## config.mk

```make
export PLATFORM = sky130hd
export DESIGN_NAME = byte_serial_subtractor_32
export DESIGN_NICKNAME = d
export VERILOG_FILES = /design/src/rtl/byte_serial_subtractor_32.sv
export SDC_FILE = /design/constraint.sdc
export NUM_CORES = 1
export LEC_CHECK = 0
export ABC_AREA = 1
export CAP_MARGIN = 20
export CORE_ASPECT_RATIO = 1.4
export CORE_MARGIN = 1
export CORE_UTILIZATION = 52
export CTS_CLUSTER_SIZE = 16
export DETAILED_ROUTE_END_ITERATION = 12
export GPL_ROUTABILITY_DRIVEN = 0
export PLACE_DENSITY = 0.78
export RECOVER_POWER = 25
export SYNTH_ARGS = -nofsm -noshare
export SYNTH_HDL_FRONTEND = slang
export SYNTH_SLANG_ARGS = --single-unit
```

## constraint.sdc

```tcl
create_clock -name clk -period 4.9 [get_ports clk]
set_clock_uncertainty 0.1 [all_clocks]
set_input_delay 0.98 -clock clk [delete_from_list [all_inputs] [get_ports clk]]
set_output_delay 0.98 -clock clk [all_outputs]
set_load 0.02 [all_outputs]
```

## src/rtl/byte_serial_subtractor_32.sv

```systemverilog
// Byte-serial 32-bit subtractor: out = in1 - in2 - bin, one byte lane per clock,
// LSB first, with the borrow carried between lanes in a 1-bit register.
module byte_serial_subtractor_32 (
   input  logic        clk,
   input  logic        rst,
   input  logic        start,
   input  logic [31:0] in1,
   input  logic [31:0] in2,
   input  logic        bin,
   output logic [31:0] out,
   output logic        bout,
   output logic        ovf,
   output logic        busy,
   output logic        done
);

   typedef enum logic [1:0] {
      IDLE = 2'd0,
      RUN  = 2'd1,
      DONE = 2'd2
   } state_t;

   state_t      state_q, state_d;
   logic [31:0] a_q, a_d;
   logic [31:0] b_q, b_d;
   logic        borrow_q, borrow_d;
   logic [1:0]  count_q, count_d;
   logic [23:0] res_q, res_d;
   logic [31:0] out_q, out_d;
   logic        bout_q, bout_d;
   logic        ovf_q, ovf_d;
   logic        busy_q, busy_d;
   logic        done_q, done_d;

   logic [4:0]  lane_lsb;
   logic [7:0]  lane_a, lane_b;
   logic [8:0]  lane_sum;

   // a - b - borrow == a + ~b + ~borrow; the lane carry-out is the inverted borrow.
   assign lane_lsb = {count_q, 3'b000};
   assign lane_a   = a_q[lane_lsb +: 8];
   assign lane_b   = b_q[lane_lsb +: 8];
   assign lane_sum = {1'b0, lane_a} + {1'b0, ~lane_b} + {8'd0, ~borrow_q};

   always_comb begin
      // NOTE: every _d starts as its _q so no path through this block can infer a latch.
      state_d  = state_q;
      a_d      = a_q;
      b_d      = b_q;
      borrow_d = borrow_q;
      count_d  = count_q;
      res_d    = res_q;
      out_d    = out_q;
      bout_d   = bout_q;
      ovf_d    = ovf_q;
      busy_d   = busy_q;
      done_d   = 1'b0;

      unique case (state_q)
         IDLE, DONE: begin
            if (start) begin
               a_d      = in1;
               b_d      = in2;
               borrow_d = bin;
               count_d  = 2'd0;
               busy_d   = 1'b1;
               state_d  = RUN;
            end else begin
               busy_d  = 1'b0;
               state_d = IDLE;
            end
         end
         RUN: begin
            // Finished bytes shift in from the top, so after three lanes res_q = {b2, b1, b0}.
            res_d    = {lane_sum[7:0], res_q[23:8]};
            borrow_d = ~lane_sum[8];
            count_d  = count_q + 2'd1;
            if (count_q == 2'd3) begin
               out_d   = {lane_sum[7:0], res_q};
               bout_d  = ~lane_sum[8];
               ovf_d   = (a_q[31] != b_q[31]) && (lane_sum[7] != a_q[31]);
               done_d  = 1'b1;
               state_d = DONE;
            end
         end
         default: begin
            busy_d  = 1'b0;
            state_d = IDLE;
         end
      endcase
   end

   // NOTE: state uses non-blocking assignments only; the async reset clears every
   // register so an interrupted operation leaves nothing behind.
   always_ff @(posedge clk or posedge rst) begin
      if (rst) begin
         state_q  <= IDLE;
         a_q      <= '0;
         b_q      <= '0;
         borrow_q <= 1'b0;
         count_q  <= 2'd0;
         res_q    <= '0;
         out_q    <= '0;
         bout_q   <= 1'b0;
         ovf_q    <= 1'b0;
         busy_q   <= 1'b0;
         done_q   <= 1'b0;
      end else begin
         state_q  <= state_d;
         a_q      <= a_d;
         b_q      <= b_d;
         borrow_q <= borrow_d;
         count_q  <= count_d;
         res_q    <= res_d;
         out_q    <= out_d;
         bout_q   <= bout_d;
         ovf_q    <= ovf_d;
         busy_q   <= busy_d;
         done_q   <= done_d;
      end
   end

   assign out  = out_q;
   assign bout = bout_q;
   assign ovf  = ovf_q;
   assign busy = busy_q;
   assign done = done_q;

endmodule

```

# Word-level counts from Yosys, hierarchy flattened
# Cells that the tools add are included.
totals:
  reg_bits: 129
  latchBits: 0
  mem_bits_rw: 0
  mem_bits_ro: 0
  out_inout_bits: 36
  memories: 0
op_classes:
  addsub: 3
  mul: 0
  div_mod_pow: 0
  order_cmp: 0
  n_eq_ne: 7
  shift: 2
  muxes: 11
  n_bitwise: 3
  n_reduce_logical: 7
ops:
  columns: ["cell", "n"]
  rows:
  - ["$shiftx 32x6->8", 2]
  - ["$add 8x8->9", 1]
  - ["$add 9x1->9", 1]
  - ["$not 8->8", 1]
  - ["$pmux 2 s2", 2]
  - ["$reduce_and 2->1", 3]
  - ["$mux 1", 5]
  - ["$eq 2x2->1 const B", 2]
  - ["$mux 2", 2]
  - ["$ne 2x2->1 const B", 2]
  - ["$pmux 1 s2", 2]
  - ["$add 2x1->2 const B", 1]
  - ["$eq 2x1->1 const B", 1]
  - ["$logic_not 2->1", 1]
  - ["$ne 1x1->1", 2]
  - ["$not 1->1", 2]
  - ["$reduce_bool 2->1", 1]
  - ["$reduce_or 2->1", 1]
  - ["$logic_and 1x1->1", 1]

# Logic depth before layout (Yosys ltp)
depth:
  ltp_word: 6
  mapped_depth: 14

# Worst setup path before layout
# Ideal clock, no wire load.
synth_timing:
  path_type: "flip-flop to flip-flop"
  startpoint: "register count_q[0]"
  endpoint: "register res_q[22]"
  t_arrival_ns: 2.330
  t_required_ns: 4.735
  setup_slack_ns: 2.405
  stages_incl_launch_ff: 15
  path_buffers: 1
  synth_period_minus_slack_ns: 2.495
  path_cell_list: "dfrtp_1 -> inv_2 -> clkbuf_1 -> nor2_1 -> nor2_1 -> a21oi_1 -> fa_1 -> fa_1 -> nand2_1 -> nand2_1 -> o21ai_0 -> o21ai_0 -> nand2_1 -> nand3_1 -> nand2_1"
synth_via:
  elab_chain_cells: 4
  elab_cells_between_ends: 5
  cone_classes: "add/sub: 2; shift: 2; bitwise: 1"
synth_lines:
  columns: ["element", "line", "text"]
  rows:
  - ["start, declared", "27", "logic [1:0] count_q, count_d;"]
  - ["start signal, assigned", "113", "count_q <= count_d;"]
  - ["$shiftx 32x6->8", "42", "assign lane_b = b_q[lane_lsb +: 8];"]
  - ["$not 8->8", "43", "assign lane_sum = {1'b0, lane_a} + {1'b0, ~lane_b} + {8'd0, ~borrow_q};"]
  - ["$add 8x8->9 (*)", "43", null]
  - ["$add 9x1->9 (*)", "43", null]
  - ["end signal, assigned", "114", "res_q <= res_d;"]
  - ["end, declared", "28", "logic [23:0] res_q, res_d;"]
# Mark *: on every way between the ends. The rest lies on a longest branch, timed or not.
# A chain may end at the register's enable or synchronous reset.

==> reports/qor.tcl <==
set qor(synthesis.area_mm2) 0.00573
set qor(die_area_mm2) 0.0114
set qor(chipWidth_um) 90.7
set qor(numCtsBuffers) 17
set qor(layout-area-overhead-vs-synth_pct) 29.4
set qor(cp_slowest_cell) {inv_1}
set qor(crit-reg2reg-launch) {count_q[1]}
set qor(ys_warn_count) 0
set qor(drt.antenna.violating_nets) 0
set qor(fillers) 824
set qor(floorplan.die.height_um) 126
set qor(synth.yosys.seq_area_share_pct) 56.4
set qor(cts_hold_buf) 0
set qor(met2_wirelength_mm) 6.80
set qor(critical_path_peak_fanout) 69
set qor(first_iter_violations) 194
set qor(postSynthRegisterBits) 129
set qor(design.core.area_mm2) 0.0108
set qor(grt.overflow.total) 0
set qor(final.hold.worst_slack_ns) 0.374
set qor(vias) 4363
set qor(gr-usage-all-layers_pct) 24.2
set qor(setup_tns_ns) 0
set qor(violations_in_the_final_reports) {capacitance limit, slew limit}
set qor(hold_path.startpoint) {res_q[14]}
set qor(totalWireLength_mm) 12.7
set qor(yosys.area.top_type_share_pct) 56.4
set qor(drive_gt1_share_pct) 14.9
set qor(startpoint_type_of_the_worst_setup_path) {input pin}
set qor(syn-instance-count) 560
set qor(crit_required_ns) 5.35
set qor(antenna_found_initial) 0
set qor(remaining_drc_errors) 0
set qor(via_count_of_the_first_global_routing_pass) 4409
set qor(layout_common_cells) {dfrtp_1, nand2_1, clkdlybuf4s50_1, o21ai_0, nor2_1}
set qor(outcome) {finished with violations}
set qor(clock_tree.buffer_depth) 2
set qor(worst_hold_path_type) {register to register}
set qor(floorplan.initialDensity_pct) 53.0
set qor(synthTopCellsByArea) {dfrtp_1, nand2_1, o21ai_0}
set qor(most_frequent_standard_cell_in_the_layout_excluding_fill_and_tap_cells) {dfrtp_1}
set qor(clock_tree.htree_level_count) 4
set qor(mappedNetlistNets) 638
set qor(viasPerCell) 5.38
set qor(hold_viol) 0
set qor(maxCapViolations) 1
set qor(timing_worst_setup_path_type) {input pin to async pin}
set qor(dr.max_layer_used) {met4}
set qor(num-nets-final) 735
set qor(insertedDiodeCount) 0
set qor(vdd.ir_drop.worst_v) 0.000444
set qor(final_period_minus_worst_setup_slack_ns) 3.56
set qor(placed_wire_length_estimate_mm) 8.58
set qor(routed-wl-met3_um) 517
set qor(crit_start) {rst}
set qor(transition_at_the_pin_with_the_smallest_max_transition_slack_ns) 2.54
set qor(drt_first_pass_iters) 5
set qor(grt_max_degree) 77
set qor(min_period_over_period_pct) 72.6
set qor(io-pin-count) 104
set qor(crit_arrival_ns) 4.00
set qor(post-cts-setup-buffer-count) 0
set qor(count_of_instances_resized_after_the_clock_tree_is_built) 0
set qor(cts_root_buffer) {clkbuf_16}
set qor(clock_latency_ns) 0.42
set qor(port_buffers) 103
set qor(leakage_component_of_the_power_nw) 3.47
set qor(tritoncts) {built}
set qor(postSynthAreaPerCell_um2) 10.2
set qor(slew_viol_final) 70
set qor(end_kind) {async pin}
set qor(grt_first_pass_wirelength_mm) 21.3
set qor(worst_slew_margin_rel_pct) -69.7
set qor(worst-path-buf-inv) 3
set qor(cts.clk_slew.worst_paths_ns) 0.06
set qor(drt-wirelength-per-cell_um) 15.7
set qor(finalSetupViolations) 0
set qor(power.density_mw_per_mm2) 822
set qor(fmax_ghz) 0.281
set qor(grt_setup_unrepaired) {false}
set qor(critical_path.cell_chain) {dlygate4sd3_1 > inv_1 > buf_4}
set qor(numClockSinks) 129
set qor(number_of_standard_cell_rows_in_the_floorplan) 45
set qor(netlist.top_cell.by_area) {dfrtp_1}
set qor(yosys.cell_types.count) 33
set qor(crit_path_max_incr_delay_ns) 1.79
set qor(detail_route.wirelength.met1_mm) 4.95
set qor(cell_family_contributing_the_most_delay_on_the_critical_path) {buffers and inverters}
-- final cells by class --
cell class                      instances  area (um^2)  area share (%)
Sequential cell                       129         3230            43.5
Tap cell                              141          176            2.38
Clock buffer                           22          464            6.26
Timing Repair Buffer                  106         1050            14.2
Multi-Input combinational cell        359         2190            29.6
Inverter                               44          165            2.23
Clock inverter                         10          134            1.81
-- per-stage QoR --
stage | instance area (um^2) | power (W) | utilization [%] | worst slack, ns | std cells
2_1_floorplan | 5730 | 0.00395 | - | 0.379 | 560
3_3_place_gp | 6820 | 0.00465 | 63.1 | 1.98 | 779
3_5_place_dp | 6820 | 0.00479 | 63.1 | 1.85 | 779
4_1_cts | 7420 | 0.00610 | 68.6 | 1.78 | 811
5_1_grt | 7410 | 0.00654 | 68.6 | 0.772 | 811
6_report | 7410 | 0.00610 | 68.6 | 1.34 | 811
-- tightest hold or removal path: stages (launching register included) --
cell and delay (ns):
dfrtp_1 0.34, nand2_1 0.05, o21ai_0 0.06
-- synthesized netlist by cell type --
cell / instances
nand4_1: 2
nand3_1: 10
a21oi_2: 1
nand2_2: 1
nand2_1: 109
xor2_1: 2
clkbuf_2: 1
o21ai_2: 1
inv_1: 42
buf_6: 3
nand2_4: 1
dfrtp_1: 129
and2_4: 1
clkbuf_1: 12
nor2_4: 1
or2_2: 1
buf_2: 11
ha_1: 8
mux2_4: 20
mux2_2: 35
o22ai_1: 8
o21a_1: 2
nor2_1: 44
o211ai_1: 1
nand3_2: 2
or2_4: 2
fa_1: 2
o21ai_0: 81
nand3b_1: 1
inv_2: 2
buf_4: 1
a21oi_1: 19
o21ai_1: 4
-- per-layer routing --
layer / vias up / GRT usage [%]
met5: - / 0
met4: 0 / 11.5
met3: 37 / 5.80
met2: 136 / 41.6
met1: 2154 / 28.4
li1: 2036 / -
-- report_power, final --
part / leakage [nW] / internal, W / switching, W
combinational: 1.62 / 0.00125 / 0.00168
clock: 0.290 / 0.000823 / 0.000443
sequential: 1.56 / 0.00160 / 0.000297
-- state kept, by name, indices dropped and copies added, names as in the netlist --
| signal | cells |
|---|---|
| a_q | 32 |
| out | 32 |
| count_q | 2 |
| busy | 1 |
| res_q | 24 |
| bout | 1 |
| ovf | 1 |
| state_q | 2 |
| done | 1 |
| borrow_q | 1 |
| b_q | 32 |
-- kinds of logic (layout without fill, tap and decap cells) --
logic type,after synthesis,in the layout,synth area share (%)
DFF,129,129,56.4
muxes,55,55,12.1
xor gates and xnor gates,2,2,0.306
buffers and inverters,72,182,5.44
and+or+nand+nor,175,175,12.7
adders and majority gates,10,10,2.45
AOI/OAI and AO/OA,117,117,10.7
-- path summary, 6_finish.rpt --
path	to	slack (ns)	cells after the start
min reg2reg	res_q[6]	0.37	2
max in group clk	res_q[22]	1.70	12
min in group asynchronous	a_q[20]	1.81	2
max	b_q[12]	1.34	3
min	res_q[6]	0.37	2
max reg2reg	res_q[22]	1.70	12
Power figures use the tool's default switching activity.
